--- src/rtl/io_port_sched_pkg.sv ---
// Shared constants, types and helpers for the I/O port scheduler.
package io_port_sched_pkg;

  localparam int CNT_W = 16;
  localparam logic [CNT_W-1:0] CNT_MAX = 16'hFFFF;

  // One bit of headroom so a saturation check can see the carry
  typedef logic [CNT_W:0] cnt_sum_t;

  function automatic logic onehot0(input logic [31:0] v);
    return (v & (v - 32'd1)) == 32'd0;
  endfunction

endpackage

--- src/rtl/io_port_sched_slot.sv ---
// io_slot: single-entry buffer with a full flag; a write wins over a same-cycle read.
module io_slot
  import io_port_sched_pkg::*;
#(
  parameter int W = 8
) (
  input  logic         clk,
  input  logic         rst_n,
  input  logic         wr_i,
  input  logic [W-1:0] wr_data_i,
  input  logic         rd_i,
  output logic         full_o,
  output logic [W-1:0] data_o
);

  logic         full_q, full_d;
  logic [W-1:0] data_q, data_d;

  // next-state: write refills (even when draining), read empties
  always_comb begin
    full_d = full_q;
    data_d = data_q;
    if (wr_i) begin
      full_d = 1'b1;
      data_d = wr_data_i;
    end else if (rd_i) begin
      full_d = 1'b0;
    end else begin
      full_d = full_q;
    end
  end

  // slot state register
  always_ff @(posedge clk or negedge rst_n) begin
    if (!rst_n) begin
      full_q <= 1'b0;
      data_q <= '0;
    end else begin
      full_q <= full_d;
      data_q <= data_d;
    end
  end

  assign full_o = full_q;
  assign data_o = data_q;

endmodule

--- src/rtl/io_port_sched.sv ---
// io_port_sched: per-channel buffers between external streams and the processor I/O ports.
// Optional macro IO_SCHED_STATS_EN enables the saturating error-event counter on err_cnt.
module io_port_sched
  import io_port_sched_pkg::*;
#(
  parameter int NBIN   = 19,
  parameter int NBOUT  = 28,
  parameter int NUIOIN = 4,
  parameter int NUIOOU = 4
) (
  input  logic                     clk,
  input  logic                     rst,
  input  logic [NUIOIN*NBIN-1:0]   src_data,
  input  logic [NUIOIN-1:0]        src_valid,
  output logic [NUIOIN-1:0]        src_ready,
  output logic [NBIN-1:0]          io_in,
  input  logic [NUIOIN-1:0]        req_in,
  input  logic [NBOUT-1:0]         io_out,
  input  logic [NUIOOU-1:0]        out_en,
  output logic [NUIOOU*NBOUT-1:0]  dst_data,
  output logic [NUIOOU-1:0]        dst_valid,
  input  logic [NUIOOU-1:0]        dst_ready,
  input  logic                     err_clr,
  output logic [NUIOIN-1:0]        err_und,
  output logic [NUIOOU-1:0]        err_ovf,
  output logic                     err_proto,
  output logic [CNT_W-1:0]         err_cnt
);

  logic              req_ok_s, out_ok_s, proto_ev_s;
  logic [NUIOIN-1:0] in_full_s, take_s, accept_s, und_ev_s;
  logic [NBIN-1:0]   in_data_s [NUIOIN];
  logic [NUIOOU-1:0] wr_s, drain_s, ovf_ev_s;

  assign req_ok_s   = onehot0(32'(req_in));
  assign out_ok_s   = onehot0(32'(out_en));
  assign proto_ev_s = ~req_ok_s | ~out_ok_s;

  // src_ready depends only on local slot state and req_in, never on the output side
  for (genvar k = 0; k < NUIOIN; k++) begin : g_in
    assign take_s[k]    = req_ok_s & req_in[k] & in_full_s[k];
    assign und_ev_s[k]  = req_ok_s & req_in[k] & ~in_full_s[k];
    assign src_ready[k] = rst & (~in_full_s[k] | take_s[k]);
    assign accept_s[k]  = src_valid[k] & src_ready[k];

    io_slot #(.W(NBIN)) u_in_slot (
      .clk       (clk),
      .rst_n     (rst),
      .wr_i      (accept_s[k]),
      .wr_data_i (src_data[k*NBIN +: NBIN]),
      .rd_i      (take_s[k]),
      .full_o    (in_full_s[k]),
      .data_o    (in_data_s[k])
    );
  end

  for (genvar k = 0; k < NUIOOU; k++) begin : g_out
    assign wr_s[k]     = out_ok_s & out_en[k];
    assign drain_s[k]  = dst_valid[k] & dst_ready[k];
    assign ovf_ev_s[k] = wr_s[k] & dst_valid[k] & ~dst_ready[k];

    io_slot #(.W(NBOUT)) u_out_slot (
      .clk       (clk),
      .rst_n     (rst),
      .wr_i      (wr_s[k]),
      .wr_data_i (io_out),
      .rd_i      (drain_s[k]),
      .full_o    (dst_valid[k]),
      .data_o    (dst_data[k*NBOUT +: NBOUT])
    );
  end

  // processor read mux: only a legal strobe on a full slot returns data
  always_comb begin
    io_in = '0;
    for (int k = 0; k < NUIOIN; k++) begin
      if (take_s[k]) begin
        io_in = in_data_s[k];
      end else begin
        io_in = io_in;
      end
    end
  end

  logic [NUIOIN-1:0] err_und_q, err_und_d;
  logic [NUIOOU-1:0] err_ovf_q, err_ovf_d;
  logic              err_proto_q, err_proto_d;

  // sticky flags: a same-cycle event overrides the clear
  always_comb begin
    err_und_d   = (err_clr ? '0 : err_und_q) | und_ev_s;
    err_ovf_d   = (err_clr ? '0 : err_ovf_q) | ovf_ev_s;
    err_proto_d = (err_clr ? 1'b0 : err_proto_q) | proto_ev_s;
  end

  // flag registers
  always_ff @(posedge clk or negedge rst) begin
    if (!rst) begin
      err_und_q   <= '0;
      err_ovf_q   <= '0;
      err_proto_q <= 1'b0;
    end else begin
      err_und_q   <= err_und_d;
      err_ovf_q   <= err_ovf_d;
      err_proto_q <= err_proto_d;
    end
  end

  assign err_und   = err_und_q;
  assign err_ovf   = err_ovf_q;
  assign err_proto = err_proto_q;

`ifdef IO_SCHED_STATS_EN
  logic [CNT_W-1:0] cnt_q, cnt_d;
  cnt_sum_t         sum_s;

  // clear first, then add every event of this cycle, saturating at the top
  always_comb begin
    sum_s = cnt_sum_t'(err_clr ? '0 : cnt_q)
          + cnt_sum_t'($countones(und_ev_s))
          + cnt_sum_t'($countones(ovf_ev_s))
          + cnt_sum_t'(proto_ev_s);
    if (sum_s > cnt_sum_t'(CNT_MAX)) begin
      cnt_d = CNT_MAX;
    end else begin
      cnt_d = sum_s[CNT_W-1:0];
    end
  end

  // event counter register
  always_ff @(posedge clk or negedge rst) begin
    if (!rst) begin
      cnt_q <= '0;
    end else begin
      cnt_q <= cnt_d;
    end
  end

  assign err_cnt = cnt_q;
`else
  assign err_cnt = '0;
`endif

endmodule
--- config.mk ---
export PLATFORM = sky130hd
export DESIGN_NAME = io_port_sched
export DESIGN_NICKNAME = d
export VERILOG_FILES = /design/src/rtl/io_port_sched_pkg.sv /design/src/rtl/io_port_sched_slot.sv /design/src/rtl/io_port_sched.sv
export SDC_FILE = /design/constraint.sdc
export NUM_CORES = 1
export LEC_CHECK = 0
export ABC_AREA = 1
export BUFFER_PORTS_ARGS = -buffer_cell sky130_fd_sc_hd__buf_2
export CORE_UTILIZATION = 40
export CTS_CLUSTER_DIAMETER = 150
export DETAILED_ROUTE_END_ITERATION = 10
export GPL_TIMING_DRIVEN = 0
export PLACE_DENSITY_LB_ADDON = 0.3
export RECOVER_POWER = 100
export SLEW_MARGIN = 20
export SYNTH_ARGS = -nofsm -noshare
export SYNTH_HDL_FRONTEND = slang
export SYNTH_SLANG_ARGS = --single-unit
--- constraint.sdc ---
create_clock -name clk -period 1.3 [get_ports clk]
set_input_delay 0.26 -clock clk [delete_from_list [all_inputs] [get_ports clk]]
set_output_delay 0.26 -clock clk [all_outputs]
set_load 0.05 [all_outputs]
## After elaboration in Yosys (flattened, before gate mapping)

Cells that the tools add are included.

| storage, ports and cells | value |
|---|---|
| flip-flop bits (word level) | 205 |
| bits of input ports | 123 |
| output and inout bits | 164 |
| word-level logic and storage cells | 110 |

| cells by class | value |
|---|---|
| add/subtract/negate cells | 2 |
| muxes and demuxes | 23 |
| bitwise operators | 56 |
| reduce and logical (&&, ||, !) cells | 10 |

Operators by type and width:

| kind | count |
|---|---|
| $mux W19 | 4 |
| $and A4 B32 Y32 | 2 |
| $logic_not A32 Y1 | 2 |
| $and A1 B1 Y1 | 36 |
| $mux W1 | 17 |
| $reduce_bool A2 Y1 | 8 |
| $not A1 Y1 | 10 |
| $sub A4 B1 Y5 const B | 2 |
| $mux W4 | 2 |
| $or A4 B4 Y4 | 2 |
| $or A1 B1 Y1 | 6 |

## Longest topological paths before layout

Gate-level depths: netlist of the first run.

| depth | value |
|---|---|
| depth in word-level cells | 9 |
| depth in mapped cells | 7 |
| mapped depth without buffers | 6 |

## By module

Synthesis of the first run repeated with hierarchy kept, for this count alone.

| unflattened totals | value |
|---|---|
| cells, all modules | 1037 |
| area total of the unflattened synthesis | 8750.9 um^2 |

By module, submodules not included:

| module | times used | cells each | area each (um^2) |
|---|---|---|---|
| io_slot (g_out[0].u_out_slot ...) | 4 | 123 | 1113.6 |
| io_slot (g_in[0].u_in_slot ...) | 4 | 85 | 775.7 |
| io_port_sched | 1 | 205 | 1193.6 |

## Least setup slack after synthesis of the first run

OpenSTA, ideal clock, no wires.

| path | value |
|---|---|
| path kind | input -> output |
| start point | input req_in[1] |
| end point | output io_in[10] |
| arrival | 1.300 ns |
| path slack | -0.260 ns |
| stages on the path | 6 |
| cell sequence | inv_2 > nand4_2 > nor2_4 > buf_4 > nand2_1 > nand3_1 |

| between the ends | value |
|---|---|
| cells in the longest elaborated chain, start to end | 9 |

RTL lines:

| what | RTL line | RTL |
|---|---|---|
| from (decl) | io_port_sched.sv:17 | `input logic [NUIOIN-1:0] req_in,` |
| $sub A4 B1 Y5 | io_port_sched_pkg.sv:11 | `return (v & (v - 32'd1)) == 32'd0;` |
| $and A4 B32 Y32 | io_port_sched_pkg.sv:11 |  |
| $logic_not A32 Y1 | io_port_sched_pkg.sv:11 |  |
| $and A1 B1 Y1 (2 in series) | io_port_sched.sv:41 | `assign take_s[k] = req_ok_s & req_in[k] & in_full_s[k];` |
| $mux W19 (3 in series) | io_port_sched.sv:77 | `if (take_s[k]) begin` |
| $mux W19 * | io_port_sched.sv:77 |  |
| to (decl) | io_port_sched.sv:16 | `output logic [NBIN-1:0] io_in,` |

Mark *: on every way between the ends. The rest lies on a longest branch, timed or not.

## Final worst setup path of the first run

| path | value |
|---|---|
| start point | register g_in[0].u_in_slot.full_q |
| end point | output io_in[1] |

| between the ends | value |
|---|---|
| cells in the longest elaborated chain, start to end | 5 |

RTL lines:

| what | RTL line | RTL |
|---|---|---|
| from (decl) | io_port_sched_slot.sv:16 | `logic full_q, full_d;` |
| from (signal assigned) | io_port_sched_slot.sv:39 | `full_q <= full_d;` |
| $and A1 B1 Y1 | io_port_sched.sv:41 |  |
| $mux W19 (4 in series) | io_port_sched.sv:77 |  |

Every way passes these cells.

==> flow_summary.json, run 1 <==
{
  "status": "finished, violations left",
  "num_rows": 53,
  "route.detailed.drc": 0,
  "antenna_found_initial": 3,
  "maxSlewViolCount": 0,
  "startpoint_type": "register",
  "maxCapViolations": 0,
  "grt_pass1_vias": 8324,
  "synth-seq-cells": 205,
  "ys_warn_count": 0,
  "fin_skew_ns": 0.01225,
  "die_h_um": 149.1,
  "powerDensity_mw_per_mm2": 1834,
  "violations": "negative setup slack",
  "initialDrtViolationCount": 464,
  "wl_per_cell_um": 17.20,
  "dpl.cell_count": 1553,
  "gr-total-overflow": 0,
  "hpwlAfterDp_mm": 18.49,
  "wl_mm": 29.48,
  "htreeDepth": 1,
  "hold_class": "in -> reg",
  "critPathMaxFanout": 9,
  "first_pass_iters": 5,
  "hold_viol": 0,
  "fp.dieArea_sq_mm": 0.02224,
  "ys_top_cells_by_area": "dfrtp_1 (59%), nand2_1 (14%), o21ai_0 (7.1%)",
  "vias_per_cell": 4.957,
  "grt_pass1_wl_mm": 44.21,
  "clkTransAtPathRegs_ns": 0.06,
  "fin_cells": 1714,
  "drive_above_1_share_pct": 35.63,
  "endpoint_kind": "output port",
  "start_util_pct": 40.93,
  "ant_nets": 0,
  "fp.dieW_um": 149.1,
  "worstSkewPairLatency_ns": 0.51,
  "syn_to_final_growth_pct": 59.93,
  "cts.sinks": 205,
  "synth_area_sq_mm": 0.008658,
  "netlist_instances": 991,
  "via_count": 8496,
  "avgSynthCellArea_sq_um": 8.737,
  "cts_tree": "yes",
  "synth.distinct_cells": 20,
  "path_class": "reg -> out",
  "io_buffers": 270,
  "finalPower_mw": 25.40,
  "max_freq_mhz": 505.6,
  "worst_slack_ns": -0.6779,
  "max-slew-margin-rel_pct": 41.01,
  "critPathRequiredTime_ns": 1.04,
  "ioPinCount": 287,
  "cts_root_buf": "clkbuf_16",
  "setup_viol": 183,
  "core-area_sq_mm": 0.02115,
  "nets": 1544,
  "cts_buffer_depth": 3,
  "ir_worst_vdd_mv": 1.033,
  "cts_buffers": 24,
  "hold_ws_ns": 0.01178,
  "tightest_slew_ns": 0.8848,
  "synth_area_leader_cell": "dfrtp_1",
  "synth-seq-area-share_pct": 59.25,
  "grt_max_degree": 94,
  "synth_top_area_share_pct": 59.25,
  "place.gp.congestion": 0.8461,
  "grtUsageTotal_pct": 25.76,
  "leakage_nw": 7.227,
  "grt_setup_unrepaired": "yes",
  "min_period_ns": 1.978,
  "period_share_pct": 152.1,
  "cp.arrival_ns": 1.72
}
==> cells in the final DEF, fill, tap and decap left out, types with 8 or more instances in the layout <==
cell type / netlist / final
buf_2: 24 / 141
buf_4: 30 / 84
buf_6: 1 / 139
buf_8: 0 / 21
clkbuf_1: 21 / 33
clkbuf_16: 0 / 24
conb_1: 1 / 16
dfrtp_1: 205 / 203
dlygate4sd3_1: 0 / 40
inv_1: 81 / 80
nand2_1: 321 / 320
nand3_1: 66 / 46
nand3_2: 0 / 8
nand3_4: 0 / 12
nand4_1: 40 / 40
nor2_1: 58 / 14
nor2_2: 0 / 18
nor2_4: 3 / 29
o21ai_0: 122 / 122
==> cell usage after synthesis (all sizes together) <==
library cell,n
buf,56
nand3,66
inv,83
nand4,44
o31ai,6
clkbuf,21
nor2,61
dfrtp,205
nand2,321
o21ai,122
clkinv,1
conb,1
a21oi,4
==> report_power, final <==
| part | switching (mW) | internal (mW) | leakage, nW | total [mW] |
|---|---|---|---|---|
| sequential | 1.19 | 8.20 | 2.57 | 9.39 |
| clock | 2.66 | 4.41 | 0.413 | 7.08 |
| combinational | 5.60 | 3.33 | 4.24 | 8.93 |
==> layout make-up <==
class / count / area (sq um)
clock buffers: 32 / 670.6
diodes: 2 / 5.005
inverters: 84 / 324.1
fillers: 1619 / 7307
well taps: 275 / 344.1
clock inverters: 10 / 165.2
flip-flops and latches: 205 / 5132
multi-input cells: 640 / 3336
repair buffers: 393 / 3430
plain buffers: 73 / 440.4
==> final timing paths <==
kind	startpoint	to	slack, ns	cells past startpoint
max	g_in[0].u_in_slot.full_o	io_in[1]	-0.68	6
min	src_data[61]	g_in[3].u_in_slot.data_o[4]	0.01	3
max reg2reg	g_in[0].u_in_slot.full_o	g_in[0].u_in_slot.data_o[11]	-0.03	7
min reg2reg	g_in[2].u_in_slot.data_o[7]	g_in[2].u_in_slot.data_o[7]	0.47	2
max in group asynchronous	rst	g_in[1].u_in_slot.full_o	0.07	3
min in group asynchronous	rst	g_in[1].u_in_slot.data_o[8]	0.11	2
==> metal layers <==
metal / vias to the layer above / track usage [%] / routed length (um)
met3: 84 / 4.343 / 1663
li1: 4012 / - / -
met5: - / 0 / 23
met2: 342 / 42.60 / 14540
met4: 4 / 10.97 / 1207
met1: 4054 / 33.37 / 12050
==> registers in the layout, indices dropped and copies added (netlist names) <==
| register | cells |
|---|---|
| err_und | 4 |
| g_out.u_out_slot.full_o | 4 |
| err_ovf | 4 |
| g_out.u_out_slot.data_o | 112 |
| err_proto | 1 |
| g_in.u_in_slot.full_o | 4 |
| g_in.u_in_slot.data_o | 76 |
==> through the flow <==
step	setup WS, ns	TNS (ns)	cell area [sq um]	utilization (%)
2_1_floorplan	-0.2112	-1.086	8954	-
3_3_place_gp	-4.169	-1066.44	10650	50.34
3_5_place_dp	-1.035	-81.06	10710	50.65
4_1_cts	-0.6689	-19.75	13670	64.61
5_1_grt	-0.7230	-30.45	13840	65.45
6_report	-0.6779	-20.71	13850	65.46
==> critical path, cell delays in order (launching register included) <==
cell	delay (ns)
dfrtp_2	0.42
nand4_4	0.15
buf_12	0.15
nor2_1	0.05
nor2_2	0.16
nand3_2	0.10
buf_6	0.17
==> cell families (layout without fill, tap and decap cells) <==
logic type	after synthesis	count (layout)	synth area share (%)
AOI/OAI and AO/OA	132	132	7.890
and+or+nand+nor	492	492	24.10
buffers and inverters	161	592	8.714
other	1	18	0.04331
DFF	205	205	59.25
==> timing repair <==
item,CTS,global route
cloned,6,0
hold buffers,42,1
endpoints found under the hold margin,245,18
setup buffers,39,34
pin swaps,36,13
endpoints found under the setup margin,218,259
resized for setup,387,26
(Power assumes the default switching activity.)
==> run 2: changes to the inputs <==
--- a/config.mk
+++ b/config.mk
@@ -5,7 +5,6 @@
 export SDC_FILE = /design/constraint.sdc
 export NUM_CORES = 1
 export LEC_CHECK = 0
-export ABC_AREA = 1
 export BUFFER_PORTS_ARGS = -buffer_cell sky130_fd_sc_hd__buf_2
 export CORE_UTILIZATION = 40
 export CTS_CLUSTER_DIAMETER = 150
==> constraint.sdc (replaced) <==
create_clock -name clk -period 2.4 [get_ports clk]
set_input_delay 0.48 -clock clk [delete_from_list [all_inputs] [get_ports clk]]
set_output_delay 0.48 -clock clk [all_outputs]
set_load 0.05 [all_outputs]
==> flow_summary.json, run 2 <==
{
  "nets": 1057,
  "hpwlAfterDp_mm": 16.38,
  "netlist_instances": 610,
  "num_rows": 53,
  "avgSynthCellArea_sq_um": 14.39,
  "vias_per_cell": 5.033,
  "switching_share_pct": 36.40,
  "synth_common_cells": "dfrtp_1 (205), mux2_2 (168), nor3_1 (37)",
  "die_h_um": 150.2,
  "cts_buffer_depth": 3,
  "synth_edf_count": 0,
  "hold_class": "in -> reg",
  "yosysMostFrequentCell": "dfrtp_1",
  "cts_tree": "yes",
  "powerDensity_mw_per_mm2": 1002,
  "synth_top_area_share_pct": 58.42,
  "cp.arrival_ns": 2.07,
  "layout_common_cells": "dfrtp_1 (202), mux2_2 (168), clkbuf_1 (148), buf_2 (121), buf_4 (29)",
  "synth_area_leader_cell": "dfrtp_1",
  "hold_viol": 0,
  "final_common_cell": "dfrtp_1",
  "combPwrFrac_pct": 30.5,
  "grt_max_degree": 97,
  "dpl.cell_count": 1172,
  "endpoint_kind": "output port",
  "max_freq_mhz": 392.9,
  "ir_worst_vdd_mv": 0.5961,
  "ys_warn_count": 0,
  "min_period_ns": 2.545,
  "diodes": 0,
  "fp.dieArea_sq_mm": 0.02255,
  "maxCapViolations": 0,
  "fin_cells": 1226,
  "fp.dieW_um": 150.2,
  "antenna_found_initial": 0,
  "violations": "negative setup slack",
  "ant_nets": 0,
  "gr-total-overflow": 0,
  "start_util_pct": 41.25,
  "grt_pass1_vias": 6456,
  "grtUsageTotal_pct": 19.82,
  "drive_above_1_share_pct": 50.16,
  "leakage_nw": 5.171,
  "setup_viol": 18,
  "grt_pass1_wl_mm": 34.88,
  "maxSlewViolCount": 0,
  "largest_register_ffs": 112,
  "cts.sinks": 205,
  "route.detailed.drc": 0,
  "grt_setup_unrepaired": "yes",
  "p_switching_mw": 4.365,
  "initialDrtViolationCount": 151,
  "syn_to_final_growth_pct": 36.24,
  "startpoint_type": "register",
  "htreeDepth": 1,
  "wl_mm": 22.56,
  "synth-seq-area-share_pct": 58.42,
  "place.gp.congestion": 0.7982,
  "via_count": 6171,
  "ioPinCount": 287,
  "worstSkewPairLatency_ns": 0.51,
  "path_class": "reg -> out",
  "cts_root_buf": "clkbuf_16",
  "pwr-share-clk_pct": 29.2,
  "first_pass_iters": 4,
  "fin_skew_ns": 0.007721,
  "worst_slack_ns": -0.1451,
  "reg2reg_slack_ns": 0.17,
  "tightest_slew_ns": 1.293,
  "p_int_mw": 7.627,
  "synth-main-ff-cell": "dfrtp_1",
  "synth_area_sq_mm": 0.008781,
  "synth.distinct_cells": 37,
  "clkTransAtPathRegs_ns": 0.06,
  "max-slew-margin-rel_pct": 13.77,
  "core-area_sq_mm": 0.02129,
  "critPathRequiredTime_ns": 1.92,
  "ys_top_cells_by_area": "dfrtp_1 (58%), mux2_2 (22%), mux2_4 (3.4%)",
  "period_share_pct": 106.0,
  "fin_util_pct": 56.20,
  "wl_per_cell_um": 18.40,
  "async_flop_share_pct": 100.0,
  "io_buffers": 270,
  "p_seq_share_pct": 40.3,
  "critPathMaxFanout": 5,
  "status": "finished, violations left",
  "cts_buffers": 23,
  "synth-seq-cells": 205
}
run 2: cell count changes in the layout (fill, tap and decap cells not counted), sizes merged, moves of 20 or more:
cell         change
nand3           -47
buf            -208
mux2           +188
nand4b          +20
o21ai          -122
nor2            -59
clkbuf         +131
dlygate4sd3     -38
inv             -78
nand2          -306
nand4           -44
nor3            +37
run 2: layer usage:
metal / part of all wire (%) / up-vias / GRT usage, %
met1: 41 / 3080 / 24.32
met3: 7.4 / 27 / 5.727
met5: 0 / - / 0
met4: 1.7 / 0 / 4.747
li1: - / 2850 / -
met2: 50 / 214 / 34.28
run 2: critical path, stage by stage (launching register included):
cell and delay [ns]:
dfrtp_2 0.37, nand3b_1 0.09, a211o_1 0.34, buf_8 0.15, clkbuf_16 0.17, a311oi_4 0.24
buf_6 0.20
run 2: power groups by stage:
| stage | logic [mW] | clock network (mW) | registers (mW) |
|---|---|---|---|
| detailed placement | 3.71 | 0 | 4.84 |
| global route | 3.85 | 3.71 | 4.95 |
| global placement | 3.65 | 0 | 4.81 |
| finish | 3.66 | 3.50 | 4.83 |
| CTS | 3.81 | 3.59 | 4.81 |
| floorplan | 1.31 | 0 | 6.25 |
run 2: area by class of cell:
| class | instances | area (sq um) |
|---|---|---|
| buffer | 58 | 474.2 |
| clock buffer | 37 | 708.2 |
| clock inverter | 5 | 53.80 |
| fill | 1829 | 9324 |
| inverter | 5 | 18.77 |
| multi-input combinational | 356 | 3755 |
| sequential | 205 | 5134 |
| tap | 275 | 344.1 |
| timing repair buffer | 285 | 1475 |
run 2: stage by stage:
stage               setup WS (ns)  instance area (sq um)  setup TNS [ns]  hold WS, ns  power (mW)
global placement           -3.573                  10880         -849.07       0.4682       8.467
CTS                       -0.1642                  12090          -2.324     0.001824       12.21
floorplan                 -0.1059                   9180          -1.422       0.1844       7.558
detailed placement        -0.3902                  10940          -6.499       0.4279       8.554
finish                    -0.1451                  11960          -1.805       0.1974       11.99
global route              -0.1984                  11960          -3.198       0.1828       12.51
run 2: repair_timing:
| item | 4_1_cts | 5_1_grt |
|---|---|---|
| gates cloned | 2 | 0 |
| pin swaps | 6 | 4 |
| hold endpoints to repair | 48 | 0 |
| hold buffers | 3 | 0 |
| buffers inserted | 6 | 3 |
| setup endpoints to repair | 21 | 20 |
| resized for setup | 79 | 35 |
run 2: kinds of logic after synthesis:
family	after synthesis	share of synthesized area, %
flip-flops	205	58.42
buffers and inverters	64	4.332
multiplexers	188	24.96
adder cells (fa/ha/maj)	1	0.1140
other	1	0.04271
AO/OA/AOI/OAI	41	4.360
AND/OR/NAND/NOR	110	7.766
run 2: final timing paths:
check,start,to,cells after the start
setup / recovery,g_in[3].u_in_slot.full_o,io_in[14],6
min in group asynchronous,rst,g_in[2].u_in_slot.data_o[5],2
hold / removal,src_data[73],g_in[3].u_in_slot.data_o[16],2
hold reg to reg,err_ovf[3],err_ovf[3],1
setup reg to reg,g_in[3].u_in_slot.full_o,g_in[3].u_in_slot.data_o[8],5
max in group asynchronous,rst,g_in[3].u_in_slot.full_o,3
==> run 3: changes to the inputs <==
--- a/config.mk
+++ b/config.mk
@@ -5,10 +5,10 @@
 export SDC_FILE = /design/constraint.sdc
 export NUM_CORES = 1
 export LEC_CHECK = 0
-export BUFFER_PORTS_ARGS = -buffer_cell sky130_fd_sc_hd__buf_2
 export CORE_UTILIZATION = 40
 export CTS_CLUSTER_DIAMETER = 150
 export DETAILED_ROUTE_END_ITERATION = 10
+export DONT_BUFFER_PORTS = 1
 export GPL_TIMING_DRIVEN = 0
 export PLACE_DENSITY_LB_ADDON = 0.3
 export RECOVER_POWER = 100
==> flow_summary.json, run 3 (synthesis results as in run 2) <==
{
  "largest_register_ffs": 112,
  "cts_buffer_depth": 3,
  "cp.arrival_ns": 2.22,
  "powerDensity_mw_per_mm2": 1127,
  "antenna_found_initial": 1,
  "htreeDepth": 1,
  "grtUsageTotal_pct": 18.84,
  "start_util_pct": 41.25,
  "cts_buffers": 23,
  "worstSkewPairLatency_ns": 0.50,
  "fp.dieW_um": 150.2,
  "layout_common_cells": "dfrtp_1 (203), mux2_2 (168), nor3_1 (37), clkbuf_1 (24), clkbuf_16 (24)",
  "fp.dieArea_sq_mm": 0.02255,
  "grt_setup_unrepaired": "yes",
  "first_pass_iters": 4,
  "path_class": "reg -> out",
  "worst_slack_ns": -0.2963,
  "cts_tree": "yes",
  "fin_skew_ns": 0.006622,
  "cts.sinks": 205,
  "num_rows": 53,
  "busiest_layer": "met2",
  "route.detailed.drc": 0,
  "fin_cells": 946,
  "maxCapViolations": 0,
  "grt_pass1_wl_mm": 32.69,
  "endpoint_kind": "output port",
  "wl_per_cell_um": 22.78,
  "grt_max_degree": 214,
  "period_share_pct": 112.3,
  "grt_pass1_vias": 5763,
  "gr-usage-met3_pct": 6.909,
  "leakage_nw": 4.315,
  "hold_viol": 205,
  "clkTransAtPathRegs_ns": 0.06,
  "max-slew-margin-rel_pct": 26.67,
  "final_common_cell": "dfrtp_1",
  "met1_usage_pct": 20.71,
  "tightest_slew_ns": 1.100,
  "hold_class": "in -> async",
  "rr_worst_depth": 3,
  "vias_per_cell": 5.466,
  "place.gp.congestion": 0.8644,
  "hold_ws_ns": -0.3314,
  "met2_usage_pct": 33.59,
  "cts_root_buf": "clkbuf_16",
  "ant_nets": 0,
  "syn_to_final_growth_pct": 18.37,
  "io_buffers": 0,
  "maxSlewViolCount": 0,
  "gr-total-overflow": 0,
  "min_period_ns": 2.696,
  "critPathRequiredTime_ns": 1.92,
  "core-area_sq_mm": 0.02129,
  "startpoint_type": "register",
  "critPathMaxFanout": 5,
  "dpl.cell_count": 900,
  "die_h_um": 150.2,
  "max_freq_mhz": 370.9,
  "setup_viol": 18,
  "drive_above_1_share_pct": 43.13,
  "hpwlAfterDp_mm": 15.82,
  "ioPinCount": 287,
  "initialDrtViolationCount": 128,
  "via_count": 5171,
  "dp_slack_ns": -0.3262,
  "nets": 777,
  "status": "finished, violations left",
  "wl_mm": 21.55,
  "violations": "negative hold slack, negative setup slack",
  "ir_worst_vdd_mv": 0.6416
}
[run 3: metal layers]
layer	vias to the layer above	wire length [um]	share of wire [%]
met4	0	575	2.7
met1	2616	7808	36
met2	224	10990	51
li1	2288	-	-
met3	43	2179	10
met5	-	0	0
[run 3: worst paths after layout]
kind | startpoint | endpoint | slack, ns
max reg2reg | g_in[0].u_in_slot.full_o | g_in[0].u_in_slot.data_o[13] | 0.27
min | rst | g_in[2].u_in_slot.data_o[7] | -0.33
min in group clk | src_data[50] | g_in[2].u_in_slot.data_o[12] | 0.11
min reg2reg | g_in[2].u_in_slot.data_o[15] | g_in[2].u_in_slot.data_o[15] | 0.50
max in group asynchronous | rst | g_in[1].u_in_slot.data_o[16] | 2.40
max | g_in[2].u_in_slot.full_o | io_in[15] | -0.30
[run 3: timing repair]
item                                    4_1_cts  5_1_grt
gates resized for setup                      17       17
cloned                                        1        0
hold endpoints to repair                    205      205
pin swaps                                     6        9
setup buffers                                 3        2
endpoints found under the setup margin       21       20
[run 3: cell type report]
class / instances / area (sq um)
fillers: 1794 / 10890
flip-flops and latches: 205 / 5132
multi-input cells: 356 / 3615
clock buffers: 30 / 651.9
plain buffers: 57 / 381.6
well taps: 275 / 344.1
clock inverters: 11 / 183.9
repair buffers: 6 / 63.81
inverters: 5 / 18.77
diodes: 1 / 2.502
[run 3: stage by stage]
step                      util, %  hold slack [ns]  power [mW]  area [sq um]  TNS [ns]
after floorplan                 -           0.1844       7.558          9180    -1.422
after global placement      44.74           0.1888       7.868          9524    -4.567
after detailed placement    44.74           0.1890       7.970          9524    -4.775
after CTS                   49.30          -0.3559       11.93         10490    -5.899
after global routing        48.83          -0.3564       12.16         10390    -6.445
final                       48.83          -0.3314       11.71         10390    -4.305
[run 3: worst max-delay path, stage by stage, from the launching register on]
cell	delay, ns
dfrtp_2	0.38
nand3b_1	0.12
a211o_4	0.40
clkbuf_16	0.18
a311oi_4	0.63
[run 3: report_power, final]
part | internal (mW) | switching [mW] | leakage, nW
sequential | 4.30 | 2.13 | 2.46
combinational | 0.823 | 0.621 | 1.44
clock | 2.44 | 1.40 | 0.416
